`src/rtl/clkdiv_lfsr_multi.sv`:
```
// Multi-channel programmable clock divider with a shared, seed-loadable Fibonacci LFSR.
// Each channel runs off / toggle / duty / pulse from its own PERIOD, HIGH and MODE registers.
module clkdiv_lfsr_multi #(
  parameter int                N_CH      = 2,
  parameter int                CNT_W     = 16,
  parameter int                LFSR_W    = 16,
  parameter logic [LFSR_W-1:0] LFSR_TAPS = 16'hB400,
  parameter logic [LFSR_W-1:0] LFSR_SEED = 16'h5555,
  localparam int               AW        = (N_CH > 1) ? $clog2(N_CH) + 2 : 2
) (
  input  logic              clk,
  input  logic              rst_n,
  input  logic              ena,
  input  logic              cfg_we,
  input  logic [AW-1:0]     cfg_addr,
  input  logic [CNT_W-1:0]  cfg_wdata,
  output logic [CNT_W-1:0]  cfg_rdata,
  input  logic              sync,
  input  logic              lfsr_load,
  input  logic [LFSR_W-1:0] lfsr_seed,
  input  logic              lfsr_mode,
  output logic [N_CH-1:0]   div_out,
  output logic [N_CH-1:0]   tick,
  output logic [LFSR_W-1:0] lfsr_out
);

  typedef enum logic [1:0] {
    MODE_OFF    = 2'd0,
    MODE_TOGGLE = 2'd1,
    MODE_DUTY   = 2'd2,
    MODE_PULSE  = 2'd3
  } mode_e;

  localparam logic [1:0] F_PERIOD = 2'd0;
  localparam logic [1:0] F_HIGH   = 2'd1;
  localparam logic [1:0] F_MODE   = 2'd2;

  logic [CNT_W-1:0]  period_r  [N_CH];
  logic [CNT_W-1:0]  high_r    [N_CH];
  mode_e             mode_r    [N_CH];
  logic [CNT_W-1:0]  cnt_r     [N_CH];
  logic [CNT_W-1:0]  cnt_nxt_s [N_CH];
  logic [CNT_W-1:0]  fld_val_s [N_CH];
  logic [N_CH-1:0]   run_s;
  logic [N_CH-1:0]   wrap_s;
  logic [N_CH-1:0]   tick_nxt_s;
  logic [N_CH-1:0]   sel_s;
  logic [N_CH-1:0]   wr_period_s;
  logic [N_CH-1:0]   wr_high_s;
  logic [N_CH-1:0]   wr_mode_s;
  logic [N_CH-1:0]   div_r;
  logic [N_CH-1:0]   tick_r;
  logic [AW-1:0]     addr_ch_s;
  logic [1:0]        addr_fld_s;
  logic [CNT_W-1:0]  rdata_s;
  logic [CNT_W-1:0]  rdata_r;
  logic [LFSR_W-1:0] lfsr_r;

  function automatic logic [LFSR_W-1:0] lfsr_step(input logic [LFSR_W-1:0] s);
    return {s[LFSR_W-2:0], ^(s & LFSR_TAPS)};
  endfunction

  // Per-channel next count, wrap detect, write decode and readback mux
  always_comb begin
    addr_ch_s  = cfg_addr >> 2;
    addr_fld_s = cfg_addr[1:0];
    rdata_s    = '0;
    for (int i = 0; i < N_CH; i++) begin
      run_s[i]  = ena && (mode_r[i] != MODE_OFF);
      // >= so a PERIOD lowered under the running count wraps immediately
      wrap_s[i] = run_s[i] && (cnt_r[i] >= period_r[i]);
      if (wrap_s[i]) begin
        cnt_nxt_s[i] = '0;
      end else if (run_s[i]) begin
        cnt_nxt_s[i] = cnt_r[i] + CNT_W'(1);
      end else begin
        cnt_nxt_s[i] = cnt_r[i];
      end
      sel_s[i]       = (addr_ch_s == AW'(i));
      wr_period_s[i] = cfg_we && sel_s[i] && (addr_fld_s == F_PERIOD);
      wr_high_s[i]   = cfg_we && sel_s[i] && (addr_fld_s == F_HIGH);
      wr_mode_s[i]   = cfg_we && sel_s[i] && (addr_fld_s == F_MODE);
      tick_nxt_s[i]  = wrap_s[i] && !sync && !wr_mode_s[i];
      case (addr_fld_s)
        F_PERIOD: fld_val_s[i] = period_r[i];
        F_HIGH:   fld_val_s[i] = high_r[i];
        F_MODE:   fld_val_s[i] = {{(CNT_W-2){1'b0}}, mode_r[i]};
        default:  fld_val_s[i] = '0;
      endcase
      rdata_s = rdata_s | (sel_s[i] ? fld_val_s[i] : '0);
    end
  end

  // Channel configuration registers, counters and registered outputs
  always_ff @(posedge clk or negedge rst_n) begin
    if (!rst_n) begin
      for (int i = 0; i < N_CH; i++) begin
        period_r[i] <= '0;
        high_r[i]   <= '0;
        mode_r[i]   <= MODE_OFF;
        cnt_r[i]    <= '0;
      end
      div_r  <= '0;
      tick_r <= '0;
    end else begin
      for (int i = 0; i < N_CH; i++) begin
        if (wr_period_s[i]) period_r[i] <= cfg_wdata;
        if (wr_high_s[i])   high_r[i]   <= cfg_wdata;
        tick_r[i] <= tick_nxt_s[i];
        if (wr_mode_s[i]) begin
          mode_r[i] <= mode_e'(cfg_wdata[1:0]);
          cnt_r[i]  <= '0;
          div_r[i]  <= 1'b0;
        end else if (!ena) begin
          // pulse output tracks tick, which is forced low while disabled
          if (mode_r[i] == MODE_PULSE) div_r[i] <= 1'b0;
        end else if (sync) begin
          cnt_r[i] <= '0;
          div_r[i] <= (mode_r[i] == MODE_DUTY) && (high_r[i] != '0);
        end else begin
          cnt_r[i] <= cnt_nxt_s[i];
          case (mode_r[i])
            MODE_TOGGLE: div_r[i] <= div_r[i] ^ wrap_s[i];
            MODE_DUTY:   div_r[i] <= (cnt_nxt_s[i] < high_r[i]);
            MODE_PULSE:  div_r[i] <= wrap_s[i];
            default:     div_r[i] <= 1'b0;
          endcase
        end
      end
    end
  end

  // Random source: load has priority, then step free-running or on channel 0 tick
  always_ff @(posedge clk or negedge rst_n) begin
    if (!rst_n) begin
      lfsr_r <= LFSR_SEED;
    end else if (lfsr_load) begin
      lfsr_r <= (lfsr_seed == '0) ? LFSR_SEED : lfsr_seed;
    end else if (ena && (!lfsr_mode || tick_nxt_s[0])) begin
      lfsr_r <= lfsr_step(lfsr_r);
    end
  end

  // Registered readback of the addressed field
  always_ff @(posedge clk or negedge rst_n) begin
    if (!rst_n) begin
      rdata_r <= '0;
    end else begin
      rdata_r <= rdata_s;
    end
  end

  assign div_out   = div_r;
  assign tick      = tick_r;
  assign lfsr_out  = lfsr_r;
  assign cfg_rdata = rdata_r;

endmodule
```
`config.mk`:
```
export PLATFORM = sky130hd
export DESIGN_NAME = clkdiv_lfsr_multi
export DESIGN_NICKNAME = d
export VERILOG_FILES = /design/src/rtl/clkdiv_lfsr_multi.sv
export SDC_FILE = /design/constraint.sdc
export NUM_CORES = 1
export LEC_CHECK = 0
export CELL_PAD_IN_SITES_DETAIL_PLACEMENT = 1
export CELL_PAD_IN_SITES_GLOBAL_PLACEMENT = 1
export CORE_ASPECT_RATIO = 1.4
export CORE_MARGIN = 10
export CORE_UTILIZATION = 41
export DETAILED_ROUTE_END_ITERATION = 10
export GPL_TIMING_DRIVEN = 0
export PLACE_DENSITY = 0.78
export SYNTH_ARGS = -nofsm -noshare
export SYNTH_HDL_FRONTEND = slang
export SYNTH_SLANG_ARGS = --single-unit
```
`constraint.sdc`:
```
create_clock -name clk -period 3.5 [get_ports clk]
set_clock_uncertainty 0.1 [all_clocks]
set_input_delay 0.35 -clock clk [delete_from_list [all_inputs] [get_ports clk]]
set_output_delay 0.35 -clock clk [all_outputs]
set_load 0.005 [all_outputs]
```
==> results <==
==> worst max path at each step <==
| stage | startpoint | end | slack (ns) | cells after the start |
|---|---|---|---|---|
| 5_1_grt | cnt_r[16]$_DFFE_PN0P_ | div_out[0]$_DFFE_PN0P_ | -0.35 | 14 |
| 2_1_floorplan | cnt_r[7]$_DFFE_PN0P_ | div_out[1]$_DFFE_PN0P_ | 0.005 | 16 |
| 3_3_place_gp | rst_n | cnt_r[30]$_DFFE_PN0P_ | -3.72 | 1 |
| 4_1_cts | cnt_r[6]$_DFFE_PN0P_ | div_out[1]$_DFFE_PN0P_ | -0.09 | 17 |
| 3_5_place_dp | cnt_r[7]$_DFFE_PN0P_ | div_out[1]$_DFFE_PN0P_ | -0.80 | 15 |
| 6_report | cnt_r[7]$_DFFE_PN0P_ | div_out[1]$_DFFE_PN0P_ | -0.22 | 17 |
==> timing repair <==
| action | CTS | global route |
|---|---|---|
| buffers inserted | 36 | 16 |
| setup endpoints to repair | 2 | 2 |
| cloned | 1 | 0 |
| hold buffers | 1 | 0 |
| gates resized for setup | 83 | 38 |
| hold endpoints to repair | 69 | 0 |
| pin swaps | 43 | 41 |
==> sequential cells by signal (all words and copies together), names as in the netlist <==
| signal | flops |
|---|---|
| high_r | 32 |
| cfg_rdata | 16 |
| tick | 2 |
| lfsr_out | 16 |
| mode_r | 4 |
| cnt_r | 32 |
| div_out | 2 |
| period_r | 32 |
==> Yosys cell counts, types with 8 or more instances <==
library cell / instances / area, um2
xor2_1: 8 / 70.1
nor4_1: 13 / 81.3
dfstp_2: 8 / 210
a211o_1: 9 / 78.8
a211oi_1: 16 / 120
inv_1: 90 / 338
o2111ai_1: 11 / 96.3
nand3_1: 12 / 60.1
and3_1: 13 / 81.3
clkbuf_1: 32 / 120
a21oi_1: 31 / 155
ha_1: 64 / 801
nand4_1: 8 / 50.1
nor3_1: 13 / 65.1
nand2_1: 93 / 349
xnor2_1: 19 / 166
mux2_2: 21 / 236
o211ai_1: 15 / 113
mux4_2: 14 / 315
o21ai_0: 71 / 355
a2111oi_0: 9 / 78.8
o311ai_1: 8 / 70.1
a31oi_1: 22 / 138
nor2b_1: 22 / 138
dfrtp_1: 128 / 3200
nor2_1: 65 / 244
buf_2: 16 / 80.1
==> critical path: stages, from the launching register on <==
cell      delay, ns
dfrtp_2        0.44
ha_4           0.30
nand2_2        0.06
o21a_1         0.21
a2111o_1       0.39
o21a_1         0.24
buf_8          0.14
nor2_4         0.09
buf_6          0.14
buf_6          0.13
nor2_2         0.05
ha_1           0.30
nand2_2        0.08
o21ai_1        0.07
a21o_1         0.18
a211oi_2       0.27
o21ai_1        0.14
o31ai_2        0.28
==> report_power, final <==
part | switching [W] | internal [W]
registers | 0.000255 | 0.00182
clock network | 0.000774 | 0.00100
logic | 0.000871 | 0.000734
total | 0.00190 | 0.00355
==> layout make-up <==
| class | instances | area share (%) |
|---|---|---|
| Antenna cell | 2 | 0.0444 |
| Sequential cell | 136 | 30.4 |
| Inverter | 91 | 3.03 |
| Clock inverter | 13 | 1.06 |
| Timing Repair Buffer | 128 | 10.5 |
| Clock buffer | 19 | 3.93 |
| Tap cell | 256 | 2.84 |
| Multi-Input combinational cell | 658 | 45.9 |
| Buffer | 50 | 2.30 |
==> cell families (layout without fill, tap and decap cells) <==
kind of cell             Yosys count  count (layout)  share of synthesized area, %
multiplexers                      37              37                          6.60
AND/OR/NAND/NOR                  273             273                          15.3
XOR/XNOR                          27              27                          2.73
flip-flops                       136             136                          39.4
adder cells (fa/ha/maj)           64              64                          9.24
other                              0               2                             0
buffers and inverters            142             301                          6.47
AO/OA/AOI/OAI                    257             257                          20.3
==> metal layers <==
metal  global-route usage [%]  vias to the layer above  wire length, um
met3                     3.81                      109             1470
li1                         -                     3706                -
met5                        0                        -                0
met1                     26.1                     4262            12700
met4                     16.1                        0             2150
met2                     42.5                      275            17400
==> stage by stage <==
step / setup TNS, ns / util [%] / hold slack [ns]
2_1_floorplan: 0 / - / -0.0456
3_3_place_gp: -491.94 / 47.1 / 0.428
3_5_place_dp: -1.49 / 47.2 / 0.307
4_1_cts: -0.0890 / 53.1 / 0.295
5_1_grt: -0.661 / 54.6 / 0.351
6_report: -0.404 / 54.6 / 0.337
==> results.json <==
{
  "dpl.cell_count": 1266,
  "area_delta_synth_final_pct": 29.9,
  "fin_nets": 1188,
  "wl_per_cell_um": 24.9,
  "place_ws_ns": -0.804,
  "worstHoldStart": "sync",
  "syn_area_per_cell_um2": 9.26,
  "ys_seq_elements": 136,
  "finalCritPeriodShare_pct": 106,
  "grt_util_all_layers_pct": 24.1,
  "slew_headroom_pct": 44.5,
  "violations": "setup timing",
  "p_total_w": 0.00546,
  "clock_latency_ns": 0.44,
  "layout.cells.non_filler": 1353,
  "grt_max_degree": 71,
  "worstHoldPathCells": 3,
  "critPathMaxFanout": 6,
  "core-area_mm2": 0.0206,
  "worstSetupPathType": "register to register",
  "die_w_um": 143,
  "fill_cells": 2320,
  "drive_above_1_share_pct": 21.8,
  "layout_common_cells": "119 x dfrtp_1, 90 x nand2_1, 83 x inv_1",
  "min_path_type": "input pin to register",
  "yosysSeqAreaShare_pct": 39.4,
  "synth-warning-count": 0,
  "dr_total_vias": 8352,
  "hold_path_end": "tick[1]$_DFF_PN0_",
  "power_leakage_nw": 4.81,
  "dr.pass1.iters": 5,
  "overflow": 0,
  "synth_ff_type": "dfrtp_1",
  "multi_input_area_mm2": 0.00516,
  "outcome": "finished, violations left",
  "port_buffers": 73,
  "fin_crit_ns": 3.72,
  "finalHoldViolCount": 0,
  "r2r_slack_ns": -0.22,
  "cts_made_buffers": 17,
  "cts_root_buffer": "clkbuf_16",
  "die_height_um": 192,
  "grt_pass1_vias": 9091,
  "setup_ws_ns": -0.215,
  "power_density_mw_per_mm2": 485,
  "critPathArrivalTime_ns": 3.96,
  "layout_commonest_cell": "dfrtp_1",
  "cts_max_path_buffers": 2,
  "fp-row-count": 62,
  "rr_startpoint": "cnt_r[7]$_DFFE_PN0P_",
  "via_per_inst": 6.17,
  "htreeDepth": 4,
  "cts.reportedPaths.clkPinSlew_ns": 0.07,
  "gp_congestion": 0.886,
  "synthCells": 936,
  "worst_pin_slew_ns": 0.832,
  "synth-async-reset-ratio_pct": 100,
  "clkSinkCount": 136,
  "cp-end-kind": "register",
  "antenna_found_initial": 2,
  "synth_edf_count": 0,
  "finalSetupViolCount": 2,
  "drv_cap": 0,
  "stdcell_area_mm2": 0.0113,
  "wl_um": 33700,
  "hpwl_um": 23000,
  "dpl-instance-area_mm2": 0.00975,
  "drv_slew": 0,
  "drt_iter0_drc": 590,
  "cts_tree": "yes",
  "required_ns": 3.75,
  "io-pin-count": 78,
  "grt_pass1_wl_um": 51000,
  "max_freq_ghz": 0.269,
  "ir_worst_vdd_mv": 0.351,
  "syn_area_mm2": 0.00867,
  "antenna_left": 0,
  "cp-start-kind": "register",
  "synth_nets": 1042,
  "synth.distinct_cells": 70,
  "rsz0062_at_grt": "true",
  "regArea_mm2": 0.00342,
  "r2r_end": "div_out[1]$_DFFE_PN0P_",
  "die-area_mm2": 0.0274,
  "start_util_pct": 42.0,
  "route.detailed.drc": 0,
  "r2r_cells": 17
}
(Power assumes the default switching activity.)
